===== config.mk =====
export PLATFORM = sky130hd
export DESIGN_NAME = ee354_press_decoder_flat
export DESIGN_NICKNAME = d
export VERILOG_FILES = /design/src/rtl/ee354_press_decoder_if.sv /design/src/rtl/ee354_press_decoder.sv /design/src/flat_wrapper.sv
export SDC_FILE = /design/constraint.sdc
export NUM_CORES = 1
export LEC_CHECK = 0
export BUFFER_PORTS_ARGS = -buffer_cell sky130_fd_sc_hd__buf_2
export CORE_MARGIN = 1.5
export CORE_UTILIZATION = 53
export CTS_CLUSTER_SIZE = 30
export DETAILED_ROUTE_END_ITERATION = 10
export PLACE_DENSITY = 0.73
export SLEW_MARGIN = 40
export SYNTH_ARGS = -nofsm -noshare
export SYNTH_HDL_FRONTEND = slang
export SYNTH_SLANG_ARGS = --single-unit

===== constraint.sdc =====
create_clock -name CLK -period 1.81 [get_ports CLK]
set_clock_uncertainty 0.2 [all_clocks]
set_input_delay 0.0905 -clock CLK [delete_from_list [all_inputs] [get_ports CLK]]
set_output_delay 0.0905 -clock CLK [all_outputs]
set_load 0.02 [all_outputs]

===== src/rtl/ee354_press_decoder_if.sv =====
// Button-event handshake bundle for ee354_press_decoder.
//   DPB, SCEN, MCEN : debounced level and single-cycle pulses from ee354_debouncer
//   EVT_ACK         : consumer acknowledge of the current event
//   EVT_VALID       : event register holds an unconsumed event
//   EVT_CODE        : 00 TAP, 01 DTAP, 10 HOLD, 11 RPT
//   OVR             : sticky overrun, an event was dropped
//   EVT_CNT         : events loaded into the event register, wraps 255->0
// slave  : decoder side (consumes button inputs and ack, drives events)
// master : source/consumer side
interface ee354_press_decoder_if;
  logic       DPB;
  logic       SCEN;
  logic       MCEN;
  logic       EVT_ACK;
  logic       EVT_VALID;
  logic [1:0] EVT_CODE;
  logic       OVR;
  logic [7:0] EVT_CNT;

  modport slave (
    input  DPB, SCEN, MCEN, EVT_ACK,
    output EVT_VALID, EVT_CODE, OVR, EVT_CNT
  );

  modport master (
    output DPB, SCEN, MCEN, EVT_ACK,
    input  EVT_VALID, EVT_CODE, OVR, EVT_CNT
  );
endinterface


===== src/rtl/ee354_press_decoder.sv =====
// Press decoder: turns debounced button pulses into TAP / DTAP / HOLD / RPT
// events held in a single-entry event register with acknowledge and a
// sticky overrun flag.
//   CLK    : system clock, all state updates on the rising edge
//   RESET  : synchronous active-high reset
//   bus    : ee354_press_decoder_if.slave (button inputs, ack, event outputs)
// Parameters:
//   DT_WIN : double-tap window length in CLK cycles (2 .. 2^26-1)
//   CW     : window counter width, DT_WIN-1 must fit
module ee354_press_decoder #(
  parameter int unsigned DT_WIN = 25_000_000,
  parameter int unsigned CW     = 26
) (
  input  logic                   CLK,
  input  logic                   RESET,
  ee354_press_decoder_if.slave   bus
);

  typedef enum logic [2:0] {
    S_IDLE,
    S_PRESS1,
    S_GAP,
    S_HELD,
    S_WREL
  } state_t;

  typedef enum logic [1:0] {
    EV_TAP  = 2'b00,
    EV_DTAP = 2'b01,
    EV_HOLD = 2'b10,
    EV_RPT  = 2'b11
  } evt_t;

  localparam logic [CW-1:0] WIN_LAST = CW'(DT_WIN - 1);

  state_t        r_state;
  logic [CW-1:0] r_win;
  evt_t          r_code;
  logic          r_valid;
  logic          r_ovr;
  logic [7:0]    r_cnt;

  logic          w_raise;
  evt_t          w_code;

  // Event raised by the current state and inputs; registered below so it
  // appears on the edge that ends the triggering cycle. SCEN is tested
  // before the timeout so a tap on the last window cycle is a DTAP only.
  always_comb begin
    w_raise = 1'b0;
    w_code  = EV_TAP;
    case (r_state)
      S_PRESS1: begin
        if (bus.MCEN) begin
          w_raise = 1'b1;
          w_code  = EV_HOLD;
        end
      end
      S_GAP: begin
        if (bus.SCEN) begin
          w_raise = 1'b1;
          w_code  = EV_DTAP;
        end else if (r_win == WIN_LAST) begin
          w_raise = 1'b1;
          w_code  = EV_TAP;
        end
      end
      S_HELD: begin
        if (bus.MCEN) begin
          w_raise = 1'b1;
          w_code  = EV_RPT;
        end
      end
      default: ;
    endcase
  end

  always_ff @(posedge CLK) begin
    if (RESET) begin
      r_state <= S_IDLE;
      r_win   <= '0;
      r_code  <= EV_TAP;
      r_valid <= 1'b0;
      r_ovr   <= 1'b0;
      r_cnt   <= '0;
    end else begin
      case (r_state)
        S_IDLE: begin
          if (bus.SCEN) r_state <= S_PRESS1;
        end
        S_PRESS1: begin
          if (bus.MCEN) begin
            r_state <= S_HELD;
          end else if (!bus.DPB) begin
            r_win   <= '0;
            r_state <= S_GAP;
          end
        end
        S_GAP: begin
          if (bus.SCEN) begin
            r_state <= S_WREL;
          end else if (r_win == WIN_LAST) begin
            r_state <= S_IDLE;
          end else begin
            r_win <= r_win + 1'b1;
          end
        end
        S_HELD: begin
          if (!bus.DPB) r_state <= S_IDLE;
        end
        S_WREL: begin
          if (!bus.DPB) r_state <= S_IDLE;
        end
        default: r_state <= S_IDLE;
      endcase

      // A same-cycle ack frees the register for the incoming event.
      if (w_raise) begin
        if (!r_valid || bus.EVT_ACK) begin
          r_code  <= w_code;
          r_valid <= 1'b1;
          r_cnt   <= r_cnt + 8'd1;
        end else begin
          r_ovr <= 1'b1;
        end
      end else if (bus.EVT_ACK) begin
        r_valid <= 1'b0;
      end
    end
  end

  assign bus.EVT_VALID = r_valid;
  assign bus.EVT_CODE  = r_code;
  assign bus.OVR       = r_ovr;
  assign bus.EVT_CNT   = r_cnt;

endmodule


===== src/flat_wrapper.sv =====
// flat-port wrapper written by rule: the top's interface ports become plain ports
module ee354_press_decoder_flat 
#(
  parameter int unsigned DT_WIN = 25_000_000,
  parameter int unsigned CW     = 26
)
  (CLK, RESET, bus_DPB, bus_SCEN, bus_MCEN, bus_EVT_ACK, bus_EVT_VALID, bus_EVT_CODE, bus_OVR, bus_EVT_CNT);
  ee354_press_decoder_if bus_i ();
  input  logic CLK;
  input  logic RESET;
  input wire logic [$bits(bus_i.DPB)-1:0] bus_DPB;
  input wire logic [$bits(bus_i.SCEN)-1:0] bus_SCEN;
  input wire logic [$bits(bus_i.MCEN)-1:0] bus_MCEN;
  input wire logic [$bits(bus_i.EVT_ACK)-1:0] bus_EVT_ACK;
  output wire logic [$bits(bus_i.EVT_VALID)-1:0] bus_EVT_VALID;
  output wire logic [$bits(bus_i.EVT_CODE)-1:0] bus_EVT_CODE;
  output wire logic [$bits(bus_i.OVR)-1:0] bus_OVR;
  output wire logic [$bits(bus_i.EVT_CNT)-1:0] bus_EVT_CNT;
  assign bus_i.DPB = bus_DPB;
  assign bus_i.SCEN = bus_SCEN;
  assign bus_i.MCEN = bus_MCEN;
  assign bus_i.EVT_ACK = bus_EVT_ACK;
  assign bus_EVT_VALID = bus_i.EVT_VALID;
  assign bus_EVT_CODE = bus_i.EVT_CODE;
  assign bus_OVR = bus_i.OVR;
  assign bus_EVT_CNT = bus_i.EVT_CNT;
  ee354_press_decoder #(.DT_WIN(DT_WIN), .CW(CW)) u_core (.CLK(CLK), .RESET(RESET), .bus(bus_i));
endmodule

==> results_dict.tcl, run 1 <==
set metrics [dict create \
    startpoint_type "register" \
    pin_count_of_the_biggest_net_entering_global_routing 22 \
    std_cell_rows 23 \
    critPathMaxFanout 8 \
    grt_pass1_vias 2251 \
    worstPathRequired_ps 1850 \
    r2r_start "u_core.r_win[6]" \
    cp.arrival_ps 2070 \
    worst_setup_path_end_kind "register" \
    cts_max_level 2 \
    vias_per_cell 6.64 \
    clock_power_share_pct 26.5 \
    fin_tns_setup_ps -4580 \
    r2r.worst_path.cells 7 \
    maxSlewViolCount 0 \
    drv_cap 0 \
    drt_first_iter_violations 265 \
    cts-root-to-sink-buffers 2 \
    postSynthCellCount 261 \
    tritoncts "yes" \
    hold_path.startpoint "RESET" \
    power.net_switching_mw 0.803 \
    leading_cell_type_in_the_layout_fill_and_taps_excluded "buf_4" \
    fin_nets 351 \
    intPower_mw 1.56 \
    area_delta_synth_final_pct 47.9 \
    commonest_cells_after_routing_fill_and_taps_aside "buf_4, nand2_1, dfxtp_1" \
    cts.clk_slew.worst_paths_ps 80 \
    maxSlewHeadroom_pct 73.9 \
    via_count 2617 \
    synth-async-reset-ratio_pct 0 \
    clock_insertion_delay_worst_skew_ps 310 \
    report.final.hold_viol_count 0 \
    timing.final.crit_period_ps 2040 \
    gp_congestion 0.836 \
    power.sequential.fraction_pct 41.9 \
    yosys_warnings 0 \
    drive_gt1_share_pct 44.2 \
    synth_enable_flop_cells 0 \
    die_area_mm2 0.00466 \
    crit_slowest_cell "dfxtp_2" \
    timing.critical_path.slowest_cell_delay_ps 350 \
    initial_core_util_pct 55.6 \
    synth_area_mm2 0.00226 \
    critical_path_cell_by_cell "nor4b_4 -> nand4_1 -> buf_6 -> o21ai_4 -> buf_6 -> nand3_2 -> a21oi_2" \
    timing_worst_setup_path_type "reg2reg" \
    rsz0062_at_grt "true" \
    antenna_violations_before_repair 0 \
    dp_hpwl_um 4160 \
    hold_path_end "u_core.r_state[0]" \
    tritoncts.num_buffers 5 \
    setup_viol_count_final 33 \
    cts_num_sinks 41 \
    outcome "finished, violations left" \
    globalRouteTotalUtil_pct 29.6 \
    dp.cells 371 \
    drcViolationCount 0 \
    port_buffers 17 \
    synth_cell_types 44 \
    cellLeakagePower_nw 1.38 \
    combPwrFrac_pct 31.6 \
    floorplan.die.height_um 68.3 \
    setup.reg_to_reg.worst_slack_ps -230 \
    power.switching_fraction_pct 34.0 \
    clock-root-buffer "clkbuf_8" \
    ys.flop_type "dfxtp_1" \
    setup_slack_ps -228 \
    fmax_ghz 0.491 \
    failed_checks "negative setup slack" \
    largest_voltage_drop_on_the_vdd_net_v 0.000636 \
    hold_path_class "in2reg" \
    synth_seq_area_share_pct 36.4 \
    tightestPinTransition_ps 390 \
    number_of_standard_cells_in_the_layout_taps_in_and_fillers_out 394 \
    die_width_um 68.3 \
    grt-ovfl-total 0 \
    n_antenna_cell 0 \
    routed_wl_um 7790 \
    worst_hold_path.num_cells 3 \
    drt_pre_antenna_iters 5 \
    synth_seq_cells 41 \
    post_synth.cell_area_avg_um2 8.65 \
    timing.critical_path.mode_cell "buf_6" \
    ant_nets 0 \
    r2r-end "u_core.r_win[1]" \
    core_area_mm2 0.00406 \
    period_utilization_post_route_pct 113 \
    postSynthNetCount 269 \
    wl_per_cell_um 19.8 \
    num_ports 18 \
    pwr_density_cell_mw_per_mm2 706 \
    grt_first_pass_wirelength_um 10200 \
]
## power by group through the flow
stage                     Combinational (mW)  Sequential, mW  Clock, mW
final                                  0.745           0.989      0.626
after CTS                              0.578           0.977      0.621
after global routing                   0.783           0.991      0.670
after detailed placement               0.518           0.995          0
after global placement                 0.509           0.992          0
after floorplan                        0.340            1.01          0
## cell usage after synthesis (2+ instances only)
library cell  count  area share, %
or4_1            10            3.3
clkbuf_1          9            1.5
and3_1            5            1.4
nor4_1            2           0.55
ha_1              2            1.1
buf_2             9            2.0
o21a_1            2           0.66
inv_1             5           0.83
nand4_1           9            2.5
o2111ai_1        14            5.4
nand2b_1          2           0.55
nor2_1            8            1.3
a2111o_1         14            7.0
o21ai_0           7            1.6
xor2_1            2           0.78
nand3_1          10            2.2
and4_1            6            2.3
nand3b_1          3            1.0
and2_1            4            1.1
mux2i_1           5            2.2
o31ai_1           7            2.3
o21ai_1           2           0.44
o211ai_1          6            2.0
a21oi_1          15            3.3
nand2_1          39            6.5
or3_1             5            1.4
dfxtp_1          41             36
nor3_1            2           0.44
## layout make-up
| cell class | instances | area (µm²) |
|---|---|---|
| repair buffers | 93 | 766 |
| flip-flops and latches | 41 | 841 |
| clock buffers | 5 | 68.8 |
| fillers | 223 | 718 |
| clock inverters | 3 | 17.5 |
| inverters | 5 | 18.8 |
| well taps | 50 | 62.6 |
| multi-input cells | 197 | 1570 |
## metal layers
| layer | GRT usage, % | up-vias | routed length (µm) |
|---|---|---|---|
| li1 | - | 1185 | - |
| met4 | 14.2 | 0 | 378 |
| met3 | 7.89 | 40 | 555 |
| met2 | 49.4 | 137 | 3760 |
| met1 | 35.1 | 1255 | 3100 |
| met5 | 0 | - | 0 |
## worst max-delay path by stage
stage / startpoint / to / cells after the start
floorplan: u_core.r_win[10] / u_core.bus.EVT_CNT[0] / 6
global placement: u_core.r_state[0] / u_core.r_win[7] / 6
detailed placement: u_core.r_state[0] / u_core.r_win[7] / 6
CTS: u_core.r_state[2] / u_core.r_win[5] / 5
global route: u_core.r_win[6] / u_core.r_win[1] / 7
finish: u_core.r_win[6] / u_core.r_win[1] / 7
## critical path: cells and delay by family (launching register included)
kind                   cells  cell delay [ps]
AND/OR/NAND/NOR            3              600
AO/OA/AOI/OAI              2              430
buffers and inverters      2              380
flip-flops                 1              350
## registers in the layout, summed over array words and instances, names as in the netlist
register	count
u_core.bus.EVT_CNT	8
u_core.bus.EVT_CODE	2
u_core.bus.EVT_VALID	1
u_core.bus.OVR	1
u_core.r_state	3
u_core.r_win	26
## cell families (layout without fill, tap and decap cells)
family	count (synthesis)	after routing	share of synthesized area, %
fa+ha+maj	2	2	1.11
flops	41	41	36.4
buf+inv	23	106	4.32
xor+xnor	3	3	1.16
compound gates	73	73	25.2
simple gates	113	113	29.2
mux	6	6	2.72
## stage by stage
stage / total power, mW / area (µm²) / hold slack [ps] / setup slack, ps / util [%]
2_1_floorplan: 1.35 / 2380 / 78.0 / -71.4 / -
3_3_place_gp: 1.50 / 2870 / 235 / -269 / 70.6
3_5_place_dp: 1.51 / 2870 / 246 / -271 / 70.6
4_1_cts: 2.18 / 3110 / 3.75 / -149 / 76.5
5_1_grt: 2.44 / 3340 / 30.6 / -289 / 82.3
6_report: 2.36 / 3340 / 15.5 / -228 / 82.3
## what timing repair did
item / CTS / global route
buffers inserted: 7 / 4
hold endpoints to repair: 3 / 0
hold buffers: 2 / 0
pin swaps: 8 / 20
gates cloned: 0 / 2
endpoints found under the setup margin: 37 / 39
gates resized for setup: 25 / 45
(Power assumes the default switching activity.)
==> run 2, diff against run 1 <==
- clock period: 1.81 -> 1.7 ns (I/O delays scaled with it)
==> run 2 against run 1 <==
Net effect:
- highest routed layer unchanged
- combinational power increased by 11%
- critical path type unchanged
- hold slack better by 23 ps
- die area unchanged
- first-iteration DRC count is 24% lower
- setup slack got worse by 150 ps
- routed wire length is 9.1% higher
- the run still ends with negative setup slack left
- critical endpoint is now u_core.r_state[1]
==> results_dict.tcl, run 2 (synthesis results as in run 1) <==
set metrics [dict create \
    cts_max_level 2 \
    setup.reg_to_reg.worst_slack_ps -380 \
    tightestPinTransition_ps 383 \
    hold_path_class "in2reg" \
    timing_worst_setup_path_type "reg2reg" \
    globalRouteTotalUtil_pct 34.0 \
    fin_hold_ws_ps 38.1 \
    largest_voltage_drop_on_the_vdd_net_v 0.000741 \
    critPathMaxFanout 4 \
    path_delay_family "compound AO/OA/AOI/OAI gates" \
    period_utilization_post_route_pct 122 \
    commonest_cells_after_routing_fill_and_taps_aside "buf_4, nand2_1, dfxtp_1" \
    die_area_mm2 0.00466 \
    detailed_place.area_mm2 0.00294 \
    antenna_violations_before_repair 0 \
    n_antenna_cell 0 \
    maxSlewHeadroom_pct 74.4 \
    crit_slowest_cell "or4b_4" \
    worst_setup_path_end_kind "register" \
    clock-root-buffer "clkbuf_8" \
    via_count 2693 \
    report.final.hold_viol_count 0 \
    cellLeakagePower_nw 1.45 \
    initial_core_util_pct 55.6 \
    setup_slack_ps -375 \
    grt_first_pass_wirelength_um 11700 \
    drt_pre_antenna_iters 4 \
    cts_hold_repair.buffers 0 \
    grt-ovfl-total 0 \
    fin_nets 363 \
    startpoint_type "register" \
    post-layout-total-power_mw 2.57 \
    cts.clk_slew.worst_paths_ps 80 \
    drv_cap 0 \
    dp_hpwl_um 4500 \
    finish.instance_area_mm2 0.00345 \
    die_width_um 68.3 \
    ant_nets 0 \
    core_area_mm2 0.00406 \
    timing.critical_path.slowest_cell_delay_ps 470 \
    cts_num_sinks 41 \
    cts-root-to-sink-buffers 2 \
    fill_cells 218 \
    timing.final.crit_period_ps 2080 \
    drive_gt1_share_pct 49.6 \
    fmax_ghz 0.482 \
    clock_insertion_delay_worst_skew_ps 310 \
    routed_wl_um 8500 \
    top_register "u_core.r_win" \
    port_buffers 17 \
    vias_per_cell 6.65 \
    leading_cell_type_in_the_layout_fill_and_taps_excluded "buf_4" \
    worstPathRequired_ps 1720 \
    drt_first_iter_violations 202 \
    cp.arrival_ps 2090 \
    timing.critical_path.buf_inv 2 \
    rsz0062_at_grt "true" \
    num_ports 18 \
    tritoncts.num_buffers 5 \
    wl_per_cell_um 21.0 \
    area_delta_synth_final_pct 53.0 \
    floorplan.die.height_um 68.3 \
    flip_flop_count_of_the_largest_register_all_copies_and_words_added 26 \
    pwr_density_cell_mw_per_mm2 743 \
    fin_tns_setup_ps -8070 \
    pin_count_of_the_biggest_net_entering_global_routing 22 \
    outcome "finished, violations left" \
    setup_viol_count_final 40 \
    failed_checks "negative setup slack" \
    std_cell_rows 23 \
    grt_pass1_vias 2460 \
    tritoncts "yes" \
    gp_congestion 0.863 \
    critical_path_cell_by_cell "buf_6 -> o211ai_1 -> o31ai_2 -> buf_4 -> or4b_4 -> a31oi_1" \
    maxSlewViolCount 0 \
    drcViolationCount 0 \
]
run 2: changes by cell type in the layout (fill, tap and decap cells not counted), sizes merged:
cell and change:
buf +15, clkbuf +1, clkdlybuf4s15 -1, clkinv -2, clkinvlp -1, dlygate4sd3 -1, dlymetal6s4s -1, o21a +1
run 2: cell type report:
cell class / instances / area, µm² / share of cell area (%)
Inverter: 5 / 18.8 / 0.543
Sequential cell: 41 / 842 / 24.4
Tap cell: 50 / 62.6 / 1.81
Clock buffer: 7 / 86.3 / 2.50
Timing Repair Buffer: 104 / 835 / 24.2
Multi-Input combinational cell: 198 / 1610 / 46.6
run 2: final timing paths:
kind / endpoint / startpoint / cells after the start
min reg2reg: u_core.bus.EVT_CNT[4] / u_core.bus.EVT_CNT[4] / 2
max reg2reg: u_core.r_state[1] / u_core.r_state[1] / 6
max: u_core.r_state[1] / u_core.r_state[1] / 6
min: u_core.bus.EVT_CNT[6] / RESET / 3
run 2: per-layer routing:
layer | part of all wire, % | up-vias | GRT usage (%) | wire length, µm
li1 | - | 1216 | - | -
met1 | 38 | 1299 | 41.0 | 3230
met2 | 50 | 140 | 58.0 | 4270
met3 | 7.9 | 38 | 7.24 | 671
met4 | 3.8 | 0 | 14.8 | 320
met5 | 0 | - | 0 | 0
run 2: tightest hold or removal path, cell delays in order:
cell and delay, ps:
buf_2 90, buf_4 280, a21oi_2 40
run 2: repair_timing:
item,4_1_cts,5_1_grt
buffers inserted,14,3
setup endpoints to repair,39,41
pin swaps,11,8
endpoints found under the hold margin,0,0
gates resized for setup,50,31
gates cloned,2,1
run 2: metrics by stage:
stage               setup WS [ps]  cells  utilization [%]
finish                       -375    405             85.1
global route                 -416    405             85.1
CTS                          -232    402             81.9
detailed placement           -333    380             72.5
global placement             -268    380             72.5
floorplan                    -166    261                -
run 2: power by group:
group	leakage, nW	total, mW	switching, mW	internal, mW
clock	0.0443	0.679	0.356	0.323
sequential	0.337	1.06	0.0574	1.00
combinational	1.06	0.826	0.436	0.391
total	1.45	2.57	0.849	1.72
==> run 3, diff against run 2 <==
- CORE_UTILIZATION: 53 -> 60
- PLACE_DENSITY: 0.73 -> 0.78
- clock period: 1.7 -> 2.62 ns (I/O delays scaled with it)
==> run 3 against run 2 <==
Net effect:
- hold slack got worse by 23 ps
- critical path type unchanged
- routed wire length decreased by 40%
- design area decreased by 27%
- die area decreased by 11%
- global-route usage decreased by 7.1 points
- sequential power decreased by 37%
- non-clock buffer count decreased by 74
- register-to-register slack improved by 690 ps
- the run now ends clean
- core utilization decreased by 16 points
- sequential cell count unchanged
- fmax decreased by 10%
- largest cell class unchanged
- sequential share of layout area increased by 8.3 points
==> results_dict.tcl, run 3 (synthesis results as in run 1) <==
set metrics [dict create \
    worst_setup_path_end_kind "register" \
    initial_core_util_pct 62.1 \
    vias_per_cell 6.44 \
    gp_congestion 0.818 \
    via_count 2113 \
    timing_worst_setup_path_type "reg2reg" \
    port_buffers 17 \
    startpoint_type "register" \
    cts_num_sinks 41 \
    antenna_violations_before_repair 0 \
    setup.reg_to_reg.worst_slack_ps 310 \
    largest_voltage_drop_on_the_vdd_net_v 0.000429 \
    drt_first_iter_violations 165 \
    routed_wl_um 5110 \
    maxSlewHeadroom_pct 50.2 \
    std_cell_rows 22 \
    timing.critical_path.buf_inv 0 \
    multiInputGateArea_mm2 0.00134 \
    floorplan.die.height_um 64.3 \
    worst_hold_path.num_cells 3 \
    setup_viol_count_final 0 \
    outcome "completed" \
    fin_nets 288 \
    tightestPinTransition_ps 743 \
    fmax_ghz 0.433 \
    r2r.worst_path.cells 5 \
    drive_gt1_share_pct 15.7 \
    cts-root-to-sink-buffers 2 \
    rsz0062_at_grt "false" \
    cp.arrival_ps 2330 \
    critical_path_cell_by_cell "nor4_1 -> nand4_1 -> o21a_1 -> or4_1 -> a21oi_1" \
    ant_nets 0 \
    commonest_cells_after_routing_fill_and_taps_aside "dfxtp_1, nand2_1, buf_2" \
    maxSlewViolCount 0 \
    clock-root-buffer "clkbuf_8" \
    tritoncts "yes" \
    drt_pre_antenna_iters 4 \
    r2r-end "u_core.bus.EVT_CNT[4]" \
    grt-ovfl-total 0 \
    pin_count_of_the_biggest_net_entering_global_routing 23 \
    flip_flop_count_of_the_largest_register_all_copies_and_words_added 26 \
    fin_tns_setup_ps 0 \
    fill_cells 297 \
    grt_pass1_vias 2011 \
    critical_path.startpoint "u_core.r_win[7]" \
    leading_cell_type_in_the_layout_fill_and_taps_excluded "dfxtp_1" \
    pwr_density_cell_mw_per_mm2 543 \
    drcViolationCount 0 \
    drv_cap 0 \
    die_width_um 64.3 \
    cts_max_level 2 \
    r2r_start "u_core.r_win[7]" \
    area_delta_synth_final_pct 11.3 \
    cts.clk_slew.worst_paths_ps 70 \
    critPathMaxFanout 15 \
    cellLeakagePower_nw 0.964 \
    cts_post_setup_buffers_inserted 0 \
    timing.critical_path.slowest_cell_delay_ps 550 \
    setup_slack_ps 311 \
    pre_cts_ws_ps 344 \
    hold_path_class "in2reg" \
    globalRouteTotalUtil_pct 26.9 \
    num_ports 18 \
    tritoncts.num_buffers 5 \
    cts_hold_repair.buffers 0 \
    wl_per_cell_um 15.6 \
    clock_insertion_delay_worst_skew_ps 290 \
    grt_first_pass_wirelength_um 8890 \
    period_utilization_post_route_pct 88.1 \
    hold_path_end "u_core.bus.EVT_VALID" \
    crit_slowest_cell "or4_1" \
    area.sequential_um2 821 \
    worstPathRequired_ps 2640 \
    n_antenna_cell 0 \
    core_area_mm2 0.00363 \
    path_delay_family "simple AND/OR/NAND/NOR gates" \
    die_area_mm2 0.00414 \
    postCtsResizedCells 0 \
    timing.final.crit_period_ps 2310 \
    hold_path.startpoint "bus_EVT_ACK" \
    top_register "u_core.r_win" \
    dp_hpwl_um 3530 \
    report.final.hold_viol_count 0 \
]
[run 3: changes by cell type in the layout (fill, tap and decap cells not counted), moves of 5 or more]
cell / previous run / this run
buf_4: 69 / 13
or4_1: 5 / 10
or4_4: 5 / 0
dfxtp_1: 30 / 41
nand2_2: 5 / 0
dfxtp_2: 8 / 0
nand2_1: 34 / 39
o21ai_0: 0 / 7
buf_6: 13 / 0
[run 3: layout make-up]
class | instances | share of cell area, %
tap | 48 | 2.39
clock buffer | 7 | 3.44
inverter | 5 | 0.747
timing repair buffer | 30 | 7.27
multi-input combinational | 197 | 53.5
sequential | 41 | 32.7
[run 3: worst register-to-register path, delay by kind of cell (launching register included)]
kind               cells  cell delay, ps
DFF                    1             360
and+or+nand+nor        3            1140
AOI/OAI and AO/OA      2             560
[run 3: how the worst max path moves through the flow]
| stage | cells after the start | end |
|---|---|---|
| after floorplan | 5 | u_core.r_win[24] |
| after global placement | 5 | u_core.bus.EVT_CNT[5] |
| after detailed placement | 5 | u_core.bus.EVT_CNT[6] |
| after CTS | 5 | u_core.bus.EVT_CNT[6] |
| after global routing | 5 | u_core.bus.EVT_CNT[5] |
| final | 5 | u_core.bus.EVT_CNT[4] |
[run 3: metrics by stage]
step	total power [mW]	hold WS (ps)	cells	cell area (µm²)	util, %
global route	1.43	66.0	328	2510	69.1
floorplan	0.880	118	261	2260	-
CTS	1.37	15.9	328	2510	69.1
global placement	0.964	235	321	2420	66.7
finish	1.36	15.3	328	2510	69.1
detailed placement	0.969	245	321	2420	66.7
[run 3: metal layers]
| metal | GRT usage [%] | up-vias | part of all wire (%) |
|---|---|---|---|
| met2 | 42.2 | 30 | 45 |
| met4 | 10.4 | 0 | 1.2 |
| li1 | - | 1058 | - |
| met5 | 0 | - | 0 |
| met3 | 5.46 | 7 | 3.8 |
| met1 | 36.3 | 1018 | 50 |
[run 3: power by group]
group          internal, mW  leakage, nW  switching (mW)
logic                 0.106        0.589           0.185
registers             0.648        0.331          0.0189
clock network         0.209       0.0443           0.197
total                 0.963        0.964           0.402
